### src/rtl/key_input_pkg.sv
// key_input_pkg: shared widths and register offsets for the key input block.
//   KEY_NUM  - number of push-button channels
//   DATA_W   - CPU data bus width
//   ADDR_W   - register byte-offset width
//   CNT_W    - per-channel debounce counter width
//   ADDR_*   - register byte offsets (STATE, EVENT, IRQ_EN)
package key_input_pkg;

  localparam int unsigned KEY_NUM = 4;
  localparam int unsigned DATA_W  = 32;
  localparam int unsigned ADDR_W  = 4;
  localparam int unsigned CNT_W   = 16;

  localparam logic [ADDR_W-1:0] ADDR_STATE  = 4'h0;
  localparam logic [ADDR_W-1:0] ADDR_EVENT  = 4'h4;
  localparam logic [ADDR_W-1:0] ADDR_IRQ_EN = 4'h8;

endpackage

### src/rtl/key_input_debounce.sv
// key_debounce: one push-button channel -- 2-flop synchronizer, mismatch
// counter and accepted (stable) level.
//   clk     - clock, rising edge
//   rst     - asynchronous active-low reset
//   key_i   - raw asynchronous key level
//   level_o - debounced level (registered)
//   rise_o  - high in the cycle whose closing edge accepts a 0->1 change
//             (combinational, so the consumer can act on that same edge)
module key_debounce
  import key_input_pkg::*;
#(
  parameter int unsigned DEBOUNCE_CYCLES = 20
) (
  input  logic clk,
  input  logic rst,
  input  logic key_i,
  output logic level_o,
  output logic rise_o
);

  localparam logic [CNT_W-1:0] CNT_LAST = CNT_W'(DEBOUNCE_CYCLES - 1);

  logic             sync1_q;
  logic             sync2_q;
  logic             level_q;
  logic [CNT_W-1:0] cnt_q;
  logic             mismatch_c;
  logic             accept_c;

  // A change is accepted once the mismatch has been seen DEBOUNCE_CYCLES times in a row.
  always_comb begin
    mismatch_c = sync2_q ^ level_q;
    accept_c   = mismatch_c && (cnt_q == CNT_LAST);
  end

  // Synchronizer, counter and stable level.
  always_ff @(posedge clk or negedge rst) begin
    if (!rst) begin
      sync1_q <= 1'b0;
      sync2_q <= 1'b0;
      level_q <= 1'b0;
      cnt_q   <= '0;
    end else begin
      sync1_q <= key_i;
      sync2_q <= sync1_q;
      // Counter is bounded by CNT_LAST, so it never wraps.
      if (!mismatch_c || accept_c) begin
        cnt_q <= '0;
      end else begin
        cnt_q <= cnt_q + CNT_W'(1);
      end
      if (accept_c) begin
        level_q <= ~level_q;
      end
    end
  end

  assign level_o = level_q;
  // Accepting a mismatch while the synchronized level is 1 means stable goes 0->1.
  assign rise_o  = accept_c & sync2_q;

endmodule

### src/rtl/key_input.sv
// key_input: four debounced push-buttons with a small CPU register window.
//   clk     - clock, rising edge
//   rst     - asynchronous active-low reset
//   key_i   - raw push-buttons, active-high
//   ce_i    - register access enable
//   we_i    - write strobe (qualified by ce_i)
//   addr_i  - register byte offset: 0x0 STATE, 0x4 EVENT (W1C), 0x8 IRQ_EN
//   data_i  - write data
//   data_o  - combinational read data (0 when not reading or unmapped)
//   irq_o   - registered level interrupt, |(EVENT & IRQ_EN) of previous edge
module key_input
  import key_input_pkg::*;
#(
  parameter int unsigned DEBOUNCE_CYCLES = 20
) (
  input  logic              clk,
  input  logic              rst,
  input  logic [KEY_NUM-1:0] key_i,
  input  logic              ce_i,
  input  logic              we_i,
  input  logic [ADDR_W-1:0] addr_i,
  input  logic [DATA_W-1:0] data_i,
  output logic [DATA_W-1:0] data_o,
  output logic              irq_o
);

  logic [KEY_NUM-1:0] level;
  logic [KEY_NUM-1:0] rise;
  logic [KEY_NUM-1:0] event_q;
  logic [KEY_NUM-1:0] irq_en_q;
  logic               irq_q;
  logic               wr_c;
  logic [KEY_NUM-1:0] event_clr_c;
  logic [KEY_NUM-1:0] event_d_c;
  logic               unused_data_hi;

  // Only the low KEY_NUM data bits carry register content.
  assign unused_data_hi = ^data_i[DATA_W-1:KEY_NUM];

  // One debounce channel per key.
  for (genvar n = 0; n < KEY_NUM; n++) begin : g_key
    key_debounce #(
      .DEBOUNCE_CYCLES(DEBOUNCE_CYCLES)
    ) u_debounce (
      .clk    (clk),
      .rst    (rst),
      .key_i  (key_i[n]),
      .level_o(level[n]),
      .rise_o (rise[n])
    );
  end

  // Write decode and EVENT next value; a new press wins over a coincident clear.
  always_comb begin
    wr_c        = ce_i & we_i;
    event_clr_c = '0;
    if (wr_c && (addr_i == ADDR_EVENT)) begin
      event_clr_c = data_i[KEY_NUM-1:0];
    end
    event_d_c = (event_q & ~event_clr_c) | rise;
  end

  // EVENT, IRQ_EN and the registered interrupt.
  always_ff @(posedge clk or negedge rst) begin
    if (!rst) begin
      event_q  <= '0;
      irq_en_q <= '0;
      irq_q    <= 1'b0;
    end else begin
      event_q <= event_d_c;
      if (wr_c && (addr_i == ADDR_IRQ_EN)) begin
        irq_en_q <= data_i[KEY_NUM-1:0];
      end
      irq_q <= |(event_q & irq_en_q);
    end
  end

  assign irq_o = irq_q;

  // Combinational read mux.
  always_comb begin
    data_o = '0;
    if (ce_i && !we_i) begin
      case (addr_i)
        ADDR_STATE:  data_o = DATA_W'(level);
        ADDR_EVENT:  data_o = DATA_W'(event_q);
        ADDR_IRQ_EN: data_o = DATA_W'(irq_en_q);
        default:     data_o = '0;
      endcase
    end
  end

endmodule
### config.mk
export PLATFORM = sky130hd
export DESIGN_NAME = key_input
export DESIGN_NICKNAME = d
export VERILOG_FILES = /design/src/rtl/key_input_pkg.sv /design/src/rtl/key_input_debounce.sv /design/src/rtl/key_input.sv
export SDC_FILE = /design/constraint.sdc
export NUM_CORES = 1
export LEC_CHECK = 0
export ABC_AREA = 1
export CAP_MARGIN = 20
export CORE_ASPECT_RATIO = 1.5
export CORE_UTILIZATION = 49
export CTS_CLUSTER_SIZE = 20
export DETAILED_ROUTE_END_ITERATION = 6
export PLACE_DENSITY = 0.77
export SLEW_MARGIN = 10
export SYNTH_ARGS = -nofsm -noshare
export SYNTH_HDL_FRONTEND = slang
export SYNTH_SLANG_ARGS = --single-unit
export TNS_END_PERCENT = 100
### constraint.sdc
create_clock -name clk -period 1.5 [get_ports clk]
set_clock_uncertainty 0.15 [all_clocks]
set_input_delay 0.15 -clock clk [delete_from_list [all_inputs] [get_ports clk]]
set_output_delay 0.15 -clock clk [all_outputs]
set_load 0.02 [all_outputs]
Word-level counts from Yosys, hierarchy flattened

Cells that the tools add are included.

Output and inout port bits: 33
Register bits: 85
Input port bits: 44
Logic and storage cells: 71

Add/sub/neg operators: 4
Muxes and demuxes: 7
Bitwise logic cells: 17
Equality and inequality tests: 6
Reduce and logical (&&, ||, !) cells: 18

Operators by type and width:

| cell                  | count |
|---|---|
| $add 16x1->16 const B | 4 |
| $eq 16x5->1 const B   | 4 |
| $mux 16               | 4 |
| $pmux 4 s3            | 1 |
| $and 4x4->4           | 2 |
| $mux 4                | 2 |
| $logic_and 1x1->1     | 7 |
| $and 1x1->1           | 5 |
| $logic_not 1->1       | 5 |
| $eq 4x3->1 const B    | 1 |
| $eq 4x4->1 const B    | 1 |
| $logic_not 4->1       | 1 |
| $logic_or 1x1->1      | 4 |
| $not 1->1             | 4 |
| $not 4->4             | 1 |
| $or 4x4->4            | 1 |
| $reduce_or 4->1       | 1 |
| $xor 1x1->1           | 4 |

Longest topological paths before layout

Word-level depth: 6
Depth in mapped cells: 8
Depth with buffers taken out: 8

Modules after synthesis

Synthesis repeated with hierarchy kept, for this count alone.

Cells, all modules: 612
Area total of the unflattened synthesis: 5,038.6 um^2

Modules (own cells, without submodules):

| module                                 | area each (um^2) | cells each | times used |
|---|---|---|---|
| key_debounce (g_key[0].u_debounce ...) | 1,077.3          | 126        | 3 |
| key_debounce (g_key[1].u_debounce)     | 1,022.2          | 126        | 1 |
| key_input                              | 784.5            | 108        | 1 |

Worst setup path after synthesis

OpenSTA, ideal clock, no wires.

Path kind: reg2reg
Start point: register g_key[0].u_debounce.cnt_q[0]
End point: register g_key[0].u_debounce.cnt_q[5]
Cell stages (with the launch flop): 8
Arrival time: 1,179 ps
Path slack: 51 ps
Cells stage by stage: dfrtp_1 > ha_1 > nand3_1 > nor2_1 > nand2_2 > nand2_4 > buf_6 > nor2_1

Longest elaborated chain between the ends: 4

RTL lines:

| what                                                                  | RTL line                 | text |
|---|---|---|
| start, declared                                                       | key_input_debounce.sv:26 | `logic [CNT_W-1:0] cnt_q;` |
| start signal, assigned                                                | key_input_debounce.sv:50 | `cnt_q <= cnt_q + CNT_W'(1);` |
| parallel branches: the longest is 3 deep, another holds $add 16x1->16 | n/a                      |  |
| $mux 16 (*)                                                           | key_input_debounce.sv:47 | `if (!mismatch_c \|\| accept_c) begin` |

Every way passes the cells marked *.
A chain may end at the register's enable or synchronous reset.

Worst setup path after layout

Start point: register g_key[3].u_debounce.level_q
End point: output data_o[3]

Longest elaborated chain between the ends: 2

RTL lines:

| what                   | RTL line                 | text |
|---|---|---|
| start, declared        | key_input_debounce.sv:25 | `logic level_q;` |
| start signal, assigned | key_input_debounce.sv:53 | `level_q <= ~level_q;` |
| $pmux 4 s3             | key_input.sv:84          | `case (addr_i)` |
| $mux 4                 | key_input.sv:83          | `if (ce_i && !we_i) begin` |
| end, declared          | key_input.sv:23          | `output logic [DATA_W-1:0] data_o,` |

No other way between the ends.

==> results.md <==
Floorplanning:
- The core box area is 0.00936 sq mm.
- In this run the vertical extent of the chip is 123 um.
- For this configuration, the core starts out at a cell density of 51.1%.
- The width of the die is 82.7 um.
- The die covers 0.0102 sq mm.
- During I/O placement, the number of pins put on the boundary was 77.
- The number of placement rows is 43.

Synth:
- The synthesized area per cell is 7.59 sq um.
- The fraction of synthesized cell area taken by the top area cell type is 44.4%.
- The total of warnings raised by yosys is 0.
- The number of different library cells used by synthesis comes to 23.
- For this run, asynchronously set or reset flops after synthesis account for 100%.
- After synthesis the cells add up to 0.00479 sq mm.
- The most used flip-flop cell after synthesis is sky130_fd_sc_hd__dfrtp_1.
- Counting flops with a built-in enable in the synthesized netlist gives 0.
- The commonest cells after synthesis are sky130_fd_sc_hd__nand2_1, sky130_fd_sc_hd__nor2_1, sky130_fd_sc_hd__dfrtp_1.
- After technology mapping, the gate count stands at 631.
- The register area share after synthesis is 44.4%.
- In this run, synthesis produced a sequential element count of 85.
- The cell type with the highest aggregate area in the netlist is sky130_fd_sc_hd__dfrtp_1.
- Ranked by total cell area, the synthesized netlist is headed by sky130_fd_sc_hd__dfrtp_1, sky130_fd_sc_hd__nand2_1, sky130_fd_sc_hd__nor2_1.
- The cell with the most instances after synthesis is sky130_fd_sc_hd__nand2_1.

Status:
- The flow ran to the end, and the final reports show no timing, DRC or antenna violations.

Critical path:
- Traced cell by cell, the critical path runs through nand2_1, nand3_1, nand2_1, inv_1, buf_6.
- Data on the critical path arrives at its endpoint at 1.15 ns.
- The endpoint identified for the worst register-to-register timing path is g_key[2].u_debounce.cnt_q[9]$_DFF_PN0_.
- STA classifies the critical path endpoint as an output port.
- In this run the critical register-to-register path is launched from g_key[2].u_debounce.cnt_q[4]$_DFF_PN0_.
- Measured in cells, the most critical reg-to-reg path has a length of 6.
- The critical path startpoint category is a flip-flop.
- Among cell families on the critical path, the largest total delay comes from flip-flops.
- The critical path contains buffers and inverters numbering 2 combined.
- The type of the setup path with the least slack is flip-flop to output port.
- Counting stages on the worst path, the most repeated cell is sky130_fd_sc_hd__nand2_1.
- STA puts the critical path data required time at 1.20 ns.
- The slack of the worst reg-to-reg path is 0.05 ns.
- The critical path's largest stage delay is 0.40 ns.
- The largest fanout of any net on the critical path is 2.
- The slowest cell on the critical path is sky130_fd_sc_hd__dfrtp_1.

Placed design:
- At the end of routability-driven placement, the weighted congestion stood at 0.874.
- In this run the cell area measured after placement is 0.00525 sq mm.
- The sum of net half-perimeters after detailed placement is 7.44 mm.
- The number of I/O port buffers is 20.

Route:
- The number of routed nets with antenna violations is 0.
- Detailed routing inserted a total of 4,095 vias.
- The total wire length is 10.3 mm.
- The first detailed-routing pass ran for 4 iterations.
- The count of unresolved DRC violations after routing is 0.
- The iteration-0 DRC count of the detailed router is 268.
- The via-per-instance ratio is 5.04.
- The routed wirelength normalized by instance count is 12.7 um.

Final layout:
- The multi-input combinational cells in the finished layout cover a total of 0.00245 sq mm.
- In the final design database the tool counted 744 nets.
- The final standard cell area without fillers is 0.00578 sq mm.
- The synthesis-to-layout area growth is 20.7%.
- The number of diodes is 0.
- The number of fillers in the final layout is 796.
- The ratio of cells with drive above 1 in the final layout is 17.3%.
- The register area is 0.00213 sq mm.
- Once layout is complete, the utilization of the core stands at 61.7%.

Timing:
- The period utilization is 96.9%.
- The final count of pins violating max slew is 0.
- The maximum achievable frequency is 0.688 GHz.
- The worst path in the final design needs a cycle of 1.45 ns, including I/O delays and setup.
- For the final routed database, the setup TNS stands at 0 ns.
- The number of endpoints with negative hold slack in the final report is 0.
- The total of endpoints with negative setup slack in the final report is 0.

Global routing:
- After global routing, the most crowded layer is met2.
- The total routing usage reported by global routing is 22.0%.
- The global-route track usage on met2 is 39.0%.
- The number of antenna violations at the first check in global routing came to 0.
- Entering global routing, the biggest net connects 32 pins.
- Global routing used 4.94% of the available met3 tracks.
- The total congestion overflow after global routing is 0.
- Global routing consumed, on the met1 layer, 24.3% of the routing resources.
- The first global-routing pass estimated 16.9 mm of wire.
- The via count of the first global-routing pass is 3,987.

CTS:
- After clock tree synthesis, the clock-pin slew on the worst setup and hold paths is 0.06 ns.
- The maximum level of the CTS H-tree is 3.
- The insertion delay of the later-clocked pin in the worst-skew pair is 0.35 ns.
- For this design, the sink count on the clock tree is 85.
- Buffers inserted during clock tree synthesis total 9.
- The TritonCTS clock tree is yes.
- The clock passes through at most 2 buffers.
- Clock tree synthesis selected as its root buffer the cell sky130_fd_sc_hd__clkbuf_16.

Hold path:
- The worst hold path begins at key_i[1].
- The path class of the lowest-slack min-delay path is input port to flip-flop.
- Counting instances, the worst hold path has a depth of 1.
- The path with the worst hold slack has its endpoint at g_key[1].u_debounce.sync1_q$_DFF_PN0_.

Run:
- The max-capacitance violation count is 0.

Pwr:
- IR analysis of the VDD net gives a maximum drop of 0.765 mV.
- For this design the ratio of total power to cell area is 909 mW/mm^2.
- In this run the static leakage power is 2.59 nW.
-- worst max-delay path by stage --
| stage | from | end | slack (ns) | depth (start not counted) |
|---|---|---|---|---|
| 2_1_floorplan | g_key[0].u_debounce.cnt_q[0]$_DFF_PN0_ | g_key[0].u_debounce.cnt_q[5]$_DFF_PN0_ | 0.05 | 7 |
| 3_3_place_gp | addr_i[1] | data_o[3] | -0.65 | 9 |
| 3_5_place_dp | addr_i[1] | data_o[3] | -0.74 | 9 |
| 4_1_cts | g_key[2].u_debounce.cnt_q[0]$_DFF_PN0_ | g_key[2].u_debounce.cnt_q[6]$_DFF_PN0_ | 0.002 | 6 |
| 5_1_grt | g_key[2].u_debounce.cnt_q[4]$_DFF_PN0_ | g_key[2].u_debounce.cnt_q[11]$_DFF_PN0_ | -0.01 | 6 |
| 6_report | g_key[3].u_debounce.level_o$_DFFE_PN0P_ | data_o[3] | 0.05 | 5 |
-- area by class of cell --
cell class	instances	share of cell area, %
flip-flops and latches	85	36.8
well taps	112	2.43
repair buffers	58	8.47
clock inverters	6	1.23
inverters	70	4.55
clock buffers	10	4.14
multi-input cells	472	42.3
-- through the flow --
| step | hold slack, ns | power, mW | std cells | worst slack [ns] |
|---|---|---|---|---|
| 6_report | 0.0885 | 5.25 | 813 | 0.0469 |
| 3_3_place_gp | -0.0428 | 2.94 | 794 | -0.648 |
| 4_1_cts | 0.0834 | 5.26 | 811 | 0.00239 |
| 2_1_floorplan | -0.296 | 2.77 | 658 | 0.0507 |
| 5_1_grt | 0.0995 | 5.48 | 813 | -0.0139 |
| 3_5_place_dp | -0.0376 | 2.96 | 794 | -0.745 |
-- kinds of logic after synthesis --
group / share of synthesized area (%)
AOI/OAI and AO/OA: 3.66
buffers and inverters: 10.9
adders and majority gates: 1.05
other: 0.0783
and+or+nand+nor: 34.4
DFF: 44.4
xor gates and xnor gates: 5.49
-- layer usage --
metal	up-vias	part of all wire, %
met4	0	3.6
li1	2046	-
met2	115	53
met1	1907	40
met3	27	3.8
met5	-	0
-- cell usage in the layout (no fill, tap or decap), types with 3 or more instances in the layout --
| master | n |
|---|---|
| sky130_fd_sc_hd__inv_2 | 3 |
| sky130_fd_sc_hd__xor2_2 | 3 |
| sky130_fd_sc_hd__nor2_1 | 118 |
| sky130_fd_sc_hd__nor2_4 | 7 |
| sky130_fd_sc_hd__nand3_1 | 31 |
| sky130_fd_sc_hd__buf_4 | 37 |
| sky130_fd_sc_hd__nand2_2 | 9 |
| sky130_fd_sc_hd__xnor2_1 | 8 |
| sky130_fd_sc_hd__inv_1 | 67 |
| sky130_fd_sc_hd__o21bai_1 | 6 |
| sky130_fd_sc_hd__nand2_1 | 149 |
| sky130_fd_sc_hd__o21ai_0 | 18 |
| sky130_fd_sc_hd__nand2_8 | 4 |
| sky130_fd_sc_hd__nand4_1 | 25 |
| sky130_fd_sc_hd__clkdlybuf4s50_1 | 10 |
| sky130_fd_sc_hd__nand2_4 | 3 |
| sky130_fd_sc_hd__dfrtp_1 | 84 |
| sky130_fd_sc_hd__nor3_1 | 5 |
| sky130_fd_sc_hd__o21ai_1 | 8 |
| sky130_fd_sc_hd__ha_4 | 3 |
| sky130_fd_sc_hd__conb_1 | 28 |
| sky130_fd_sc_hd__nor2_2 | 20 |
| sky130_fd_sc_hd__nand3_2 | 5 |
| sky130_fd_sc_hd__clkbuf_16 | 9 |
| sky130_fd_sc_hd__dlygate4sd2_1 | 3 |
| sky130_fd_sc_hd__buf_6 | 4 |
| sky130_fd_sc_hd__xor2_1 | 19 |
-- state kept, by name, indices dropped and copies added, names as in the netlist --
signal                    count
g_key.u_debounce.sync1_q      4
g_key.u_debounce.level_o      4
irq_en_q                      4
g_key.u_debounce.cnt_q       64
event_q                       4
irq_o                         1
g_key.u_debounce.sync2_q      4
-- repair_timing --
item	in CTS	in global routing
endpoints found under the hold margin	85	0
gates resized for setup	42	33
hold buffers	1	0
pin swaps	7	10
setup buffers	0	1
setup endpoints to repair	42	70
gates cloned	0	1
-- report_power, final --
part	switching, mW	internal, mW	total, mW
Combinational	0.303	0.206	0.509
Sequential	0.0674	2.38	2.45
Clock	0.950	1.35	2.30
-- worst reg2reg max path, cell delays in order (launching register included) --
cell	delay, ns
sky130_fd_sc_hd__dfrtp_1	0.45
sky130_fd_sc_hd__nand2_1	0.15
sky130_fd_sc_hd__nor2_1	0.19
sky130_fd_sc_hd__nand2_2	0.13
sky130_fd_sc_hd__o21ai_1	0.17
sky130_fd_sc_hd__nand2_1	0.08
sky130_fd_sc_hd__nor2_1	0.07
Note: power is estimated with default switching activity, not from simulation.
==> RTL change 1: new RTL, same settings <==
Add an input register stage for `key_i`, `ce_i`, `we_i`, `addr_i` and `data_i`, cleared by the reset; this delays them by one clock.
--- a/src/rtl/key_input.sv
+++ b/src/rtl/key_input.sv
@@ -25,4 +25,26 @@
 );
 
+  logic [KEY_NUM-1:0] key_q;
+  logic ce_q;
+  logic we_q;
+  logic [ADDR_W-1:0] addr_q;
+  logic [DATA_W-1:0] data_q;
+
+  always_ff @(posedge clk or negedge rst) begin
+    if (!rst) begin
+      key_q  <= '0;
+      ce_q   <= '0;
+      we_q   <= '0;
+      addr_q <= '0;
+      data_q <= '0;
+    end else begin
+      key_q  <= key_i;
+      ce_q   <= ce_i;
+      we_q   <= we_i;
+      addr_q <= addr_i;
+      data_q <= data_i;
+    end
+  end
+
   logic [KEY_NUM-1:0] level;
   logic [KEY_NUM-1:0] rise;
@@ -36,5 +58,5 @@
 
   // Only the low KEY_NUM data bits carry register content.
-  assign unused_data_hi = ^data_i[DATA_W-1:KEY_NUM];
+  assign unused_data_hi = ^data_q[DATA_W-1:KEY_NUM];
 
   // One debounce channel per key.
@@ -45,5 +67,5 @@
       .clk    (clk),
       .rst    (rst),
-      .key_i  (key_i[n]),
+      .key_i  (key_q[n]),
       .level_o(level[n]),
       .rise_o (rise[n])
@@ -53,8 +75,8 @@
   // Write decode and EVENT next value; a new press wins over a coincident clear.
   always_comb begin
-    wr_c        = ce_i & we_i;
+    wr_c        = ce_q & we_q;
     event_clr_c = '0;
-    if (wr_c && (addr_i == ADDR_EVENT)) begin
-      event_clr_c = data_i[KEY_NUM-1:0];
+    if (wr_c && (addr_q == ADDR_EVENT)) begin
+      event_clr_c = data_q[KEY_NUM-1:0];
     end
     event_d_c = (event_q & ~event_clr_c) | rise;
@@ -69,6 +91,6 @@
     end else begin
       event_q <= event_d_c;
-      if (wr_c && (addr_i == ADDR_IRQ_EN)) begin
-        irq_en_q <= data_i[KEY_NUM-1:0];
+      if (wr_c && (addr_q == ADDR_IRQ_EN)) begin
+        irq_en_q <= data_q[KEY_NUM-1:0];
       end
       irq_q <= |(event_q & irq_en_q);
@@ -81,6 +103,6 @@
   always_comb begin
     data_o = '0;
-    if (ce_i && !we_i) begin
-      case (addr_i)
+    if (ce_q && !we_q) begin
+      case (addr_q)
         ADDR_STATE:  data_o = DATA_W'(level);
         ADDR_EVENT:  data_o = DATA_W'(event_q);
Function: changed (Yosys sat finds a counterexample within 4 cycles, from zero or initial values and one cycle with rst low).
==> RTL change 1 against the original RTL <==
  * The run now ends with negative setup slack left
  * Synthesized area rose by 7.7%
  * Register-to-register slack got worse by 0.21 ns
  * Fmax decreased by 20%
  * Die area up 7.5%
  * Via count increased by 10%
  * Final area increased by 13%
  * Sequential cell count rose by 14
  * Routed wire length rose by 18%
  * Worst setup slack worse by 0.35 ns
  * Power increased by 8.1%
  * Non-clock buffer count grew 22
==> RTL change 1: results <==
[synthesis]
synth-main-ff-cell = dfrtp_1
yosysUniqueCellTypes = 27
synth_warnings = 0
synthTopCellsByArea = dfrtp_1 (48%), nand2_1 (11%), nor2_1 (9.3%)
synthArstFlopShare = 1.00
synth-seq-area-share = 0.481
synthTopCellsByCount = nand2_1 (152), nor2_1 (128), dfrtp_1 (99)

[drt]
dr.pass1.iters = 5
drt_iter0_markers = 325
via_per_inst = 5.11
wl_um = 12100

[critical_path]
critPathCapture = data_o[0]
worstSetupStartpointType = flop
r2r-start = addr_q[1]
reg2reg_to = event_q[3]
slowest_stage = dfrtp_2
rr_worst_depth = 9
crit_fanout = 5
max_stage_delay_ns = 0.44
r2r_slack_ns = -0.16
worstPathArrival_ns = 1.51
cp_top_family = flip-flops

[placement]
portBuffers = 20
dp_hpwl_um = 8130
place.gp.congestion = 0.862
placed_cell_area_sq_mm = 0.00579

[global_routing]
use_met3 = 0.0336
grt_util_met2 = 0.394
grt_pass1_vias = 4446
grt_pass1_wl_um = 19500
grt_max_degree = 25
antenna_found_initial = 0
met1_usage = 0.267
grtUsageTotal = 0.227

[layout]
antenna_cells = 0
finalNetCount = 784
fillers = 792
multi_input_area_sq_mm = 0.00261
largest_register_ffs = 64
largest_register = g_key.u_debounce.cnt_q
drive_above_1_share = 0.224

[timing]
worst_slack_ns = -0.307
setup_viol = 25

[min_path]
min_path_type = in -> async

[clocking]
numCtsBuffers = 9
path_clk_slew_ns = 0.07
cts_root_buffer = clkbuf_16
clock_latency_ns = 0.35
clk_path_buf_depth = 2
cts_htree_levels = 3

[status]
violations = negative setup slack
status = finished with violations

[pwr]
leakage_nw = 2.95
peakVddDrop_mv = 0.883
## RTL change 1: cell types whose count changed in the layout (fill, tap and decap cells not counted), moves of 5 or more
cell / before / now
o21ai_1: 8 / 14
buf_4: 37 / 55
o21ai_0: 18 / 4
nand2_1: 149 / 142
nand4_1: 25 / 32
nand3_2: 5 / 10
nor2_1: 118 / 109
nor2_2: 20 / 25
dfrtp_1: 84 / 98
## RTL change 1: stage by stage
| step | cells | total power, mW | TNS [ns] | worst slack [ns] |
|---|---|---|---|---|
| after CTS | 873 | 5.65 | -1.03 | -0.273 |
| after global placement | 855 | 3.25 | -1.28 | -0.338 |
| final | 881 | 5.68 | -2.23 | -0.307 |
| after detailed placement | 855 | 3.27 | -2.08 | -0.436 |
| after floorplan | 673 | 3.10 | 0 | 0.00895 |
| after global routing | 881 | 5.87 | -4.45 | -0.403 |
## RTL change 1: report_power, final
| group | internal, mW | switching [mW] |
|---|---|---|
| clock | 1.38 | 0.985 |
| combinational | 0.198 | 0.294 |
| sequential | 2.75 | 0.0720 |
## RTL change 1: area by class of cell
| class | count | area share |
|---|---|---|
| timing repair buffer | 80 | 0.106 |
| multi-input combinational | 477 | 0.401 |
| inverter | 69 | 0.0397 |
| tap | 141 | 0.0271 |
| clock inverter | 3 | 0.00710 |
| sequential | 99 | 0.380 |
| clock buffer | 12 | 0.0393 |
## RTL change 1: how the worst min path moves through the flow
stage | cells past startpoint | end | slack [ns] | startpoint
after floorplan | 0 | addr_q[0] | -0.30 | rst
after global placement | 1 | g_key[2].u_debounce.cnt_q[5] | -0.08 | rst
after detailed placement | 1 | g_key[2].u_debounce.cnt_q[5] | -0.07 | rst
after CTS | 1 | key_q[0] | 0.08 | key_i[0]
after global routing | 1 | key_q[2] | 0.09 | key_i[2]
final | 2 | g_key[2].u_debounce.cnt_q[5] | 0.09 | rst
## RTL change 1: kinds of logic after synthesis
kind of cell    synth area share
other cells             0.000728
xor+xnor                  0.0476
flops                      0.481
simple gates               0.328
compound gates            0.0323
fa+ha+maj                0.00971
buf+inv                    0.101
## RTL change 1: what timing repair did
| item | 4_1_cts | 5_1_grt |
|---|---|---|
| setup endpoints to repair | 60 | 79 |
| endpoints found under the hold margin | 99 | 0 |
| hold buffers | 1 | 0 |
| gates cloned | 1 | 3 |
| gates resized for setup | 34 | 76 |
| setup buffers | 1 | 5 |
| pin swaps | 1 | 25 |
## RTL change 1: routing by layer
metal | wire length [um] | part of all wire | up-vias
li1 | - | - | 2160
met1 | 4810 | 0.40 | 2158
met2 | 6470 | 0.53 | 157
met3 | 434 | 0.036 | 28
met4 | 407 | 0.034 | 0
met5 | 0 | 0 | -
==> RTL change 2: new RTL, same flow settings <==
Without the edit above. `CNT_W`: 16 -> 18.
--- a/src/rtl/key_input_pkg.sv
+++ b/src/rtl/key_input_pkg.sv
@@ -10,5 +10,5 @@
   localparam int unsigned DATA_W  = 32;
   localparam int unsigned ADDR_W  = 4;
-  localparam int unsigned CNT_W   = 16;
+  localparam int unsigned CNT_W   = 18;
 
   localparam logic [ADDR_W-1:0] ADDR_STATE  = 4'h0;
Formal check against the unedited RTL: same outputs for any inputs over 10 cycles, from zero or initial values and one cycle with rst low; that may be too few to reach the edited logic, so the function may still have changed.
==> RTL change 2 against the original RTL <==
  * The run now ends with negative setup slack left
  * Count of clock-buffer cells in the layout fell by 1
  * Sequential cell count is 8 higher
  * Die area rose by 8.4%
  * Via count rose by 15%
  * Routed wire length is 22% higher
  * Worst setup slack got worse by 0.090 ns
  * Worst hold slack got worse by 0.083 ns
  * Final area grew 15%
  * Synthesized cell count rose by 9.2%
  * Power is 4.7% higher
  * Combinational power increased by 12%
  * Synthesized area is 8.6% higher
  * Largest cell class unchanged
  * Highest routed layer unchanged
==> RTL change 2: results <==
[placement]
portBuffers = 20
dp_hpwl_um = 8030
dp_cells = 891
preCtsSetupSlack_ns = -0.751
place.gp.congestion = 0.911

[global_routing]
grt_pass1_wl_um = 19700
grt_max_degree = 37
use_met3 = 0.0464
grt_util_met2 = 0.410
grt_pass1_vias = 4537
grtUsageTotal = 0.227
met1_usage = 0.253

[drt]
drt_iter0_markers = 341
wl_met3_um = 511
vias = 4729
wl_met1_um = 4940
wl_met2_um = 6690
dr.pass1.iters = 6
routedWlPerCell_um = 13.4

[pwr]
peakVddDrop_mv = 0.806
leakage_nw = 2.96

[synthesis]
synth-seq-area-share = 0.448
synthTopCellsByCount = nand2_1 (174), nor2_1 (166), dfrtp_1 (93)
synthTopCellsByArea = dfrtp_1 (45%), nand2_1 (13%), nor2_1 (12%)
yosysUniqueCellTypes = 30
synth_cells = 689

[status]
violations = negative setup slack
status = finished with violations

[clocking]
cts_resized = 64
path_clk_slew_ns = 0.07
clock_latency_ns = 0.35
numCtsBuffers = 9
postCtsSetupBuffers = 4
cts_htree_levels = 3

[layout]
final_cells = 933
finalNetCount = 835
largest_register = g_key.u_debounce.cnt_q
drive_above_1_share = 0.258
fillers = 793
largest_register_ffs = 72

[critical_path]
r2r-start = g_key[0].u_debounce.cnt_q[1]
reg2reg_to = g_key[0].u_debounce.cnt_q[12]
worstPathArrival_ns = 1.63
rr_worst_depth = 7
cp_top_family = flip-flops
crit_fanout = 4

[timing]
setup_viol = 5
worst_slack_ns = -0.0428

[min_path]
min_path_type = in -> async
## RTL change 2: layout make-up
type,count,area share
inverters,59,0.0333
multi-input cells,534,0.429
clock inverters,7,0.00979
clock buffers,9,0.0339
flip-flops and latches,93,0.352
repair buffers,90,0.115
well taps,141,0.0265
## RTL change 2: how the worst max path moves through the flow
stage,slack [ns],cells after the start,from,endpoint
global route,-0.10,7,g_key[0].u_debounce.cnt_q[1],g_key[0].u_debounce.cnt_q[4]
detailed placement,-0.75,8,addr_i[1],data_o[0]
finish,-0.04,7,g_key[0].u_debounce.cnt_q[1],g_key[0].u_debounce.cnt_q[12]
CTS,-0.03,9,addr_i[0],data_o[0]
global placement,-0.75,9,addr_i[2],data_o[0]
floorplan,0.05,7,g_key[1].u_debounce.cnt_q[0],g_key[1].u_debounce.cnt_q[14]
## RTL change 2: logic make-up after synthesis
group	share of synthesized area
AND/OR/NAND/NOR	0.346
buffers and inverters	0.0910
flip-flops	0.448
XOR/XNOR	0.0640
adder cells (fa/ha/maj)	0.00963
other	0.000721
AO/OA/AOI/OAI	0.0414
## RTL change 2: power breakdown
| group | total [mW] | switching, mW | internal, mW | leakage (nW) |
|---|---|---|---|---|
| clock | 2.27 | 1.10 | 1.17 | 0.146 |
| combinational | 0.569 | 0.333 | 0.236 | 1.58 |
| sequential | 2.66 | 0.0700 | 2.59 | 1.23 |
| total | 5.50 | 1.50 | 4.00 | 2.96 |
## RTL change 2: stage by stage
stage	util	hold slack (ns)	setup TNS [ns]	cell area (sq um)	power (mW)
final	0.648	0.00551	-0.0951	6650	5.50
after CTS	0.606	0.00516	-0.0533	6210	5.44
after detailed placement	0.565	-0.165	-6.09	5790	3.17
after global routing	0.648	0.0185	-1.54	6650	5.73
after global placement	0.565	-0.165	-4.67	5790	3.16
after floorplan	-	-0.296	0	5300	2.98
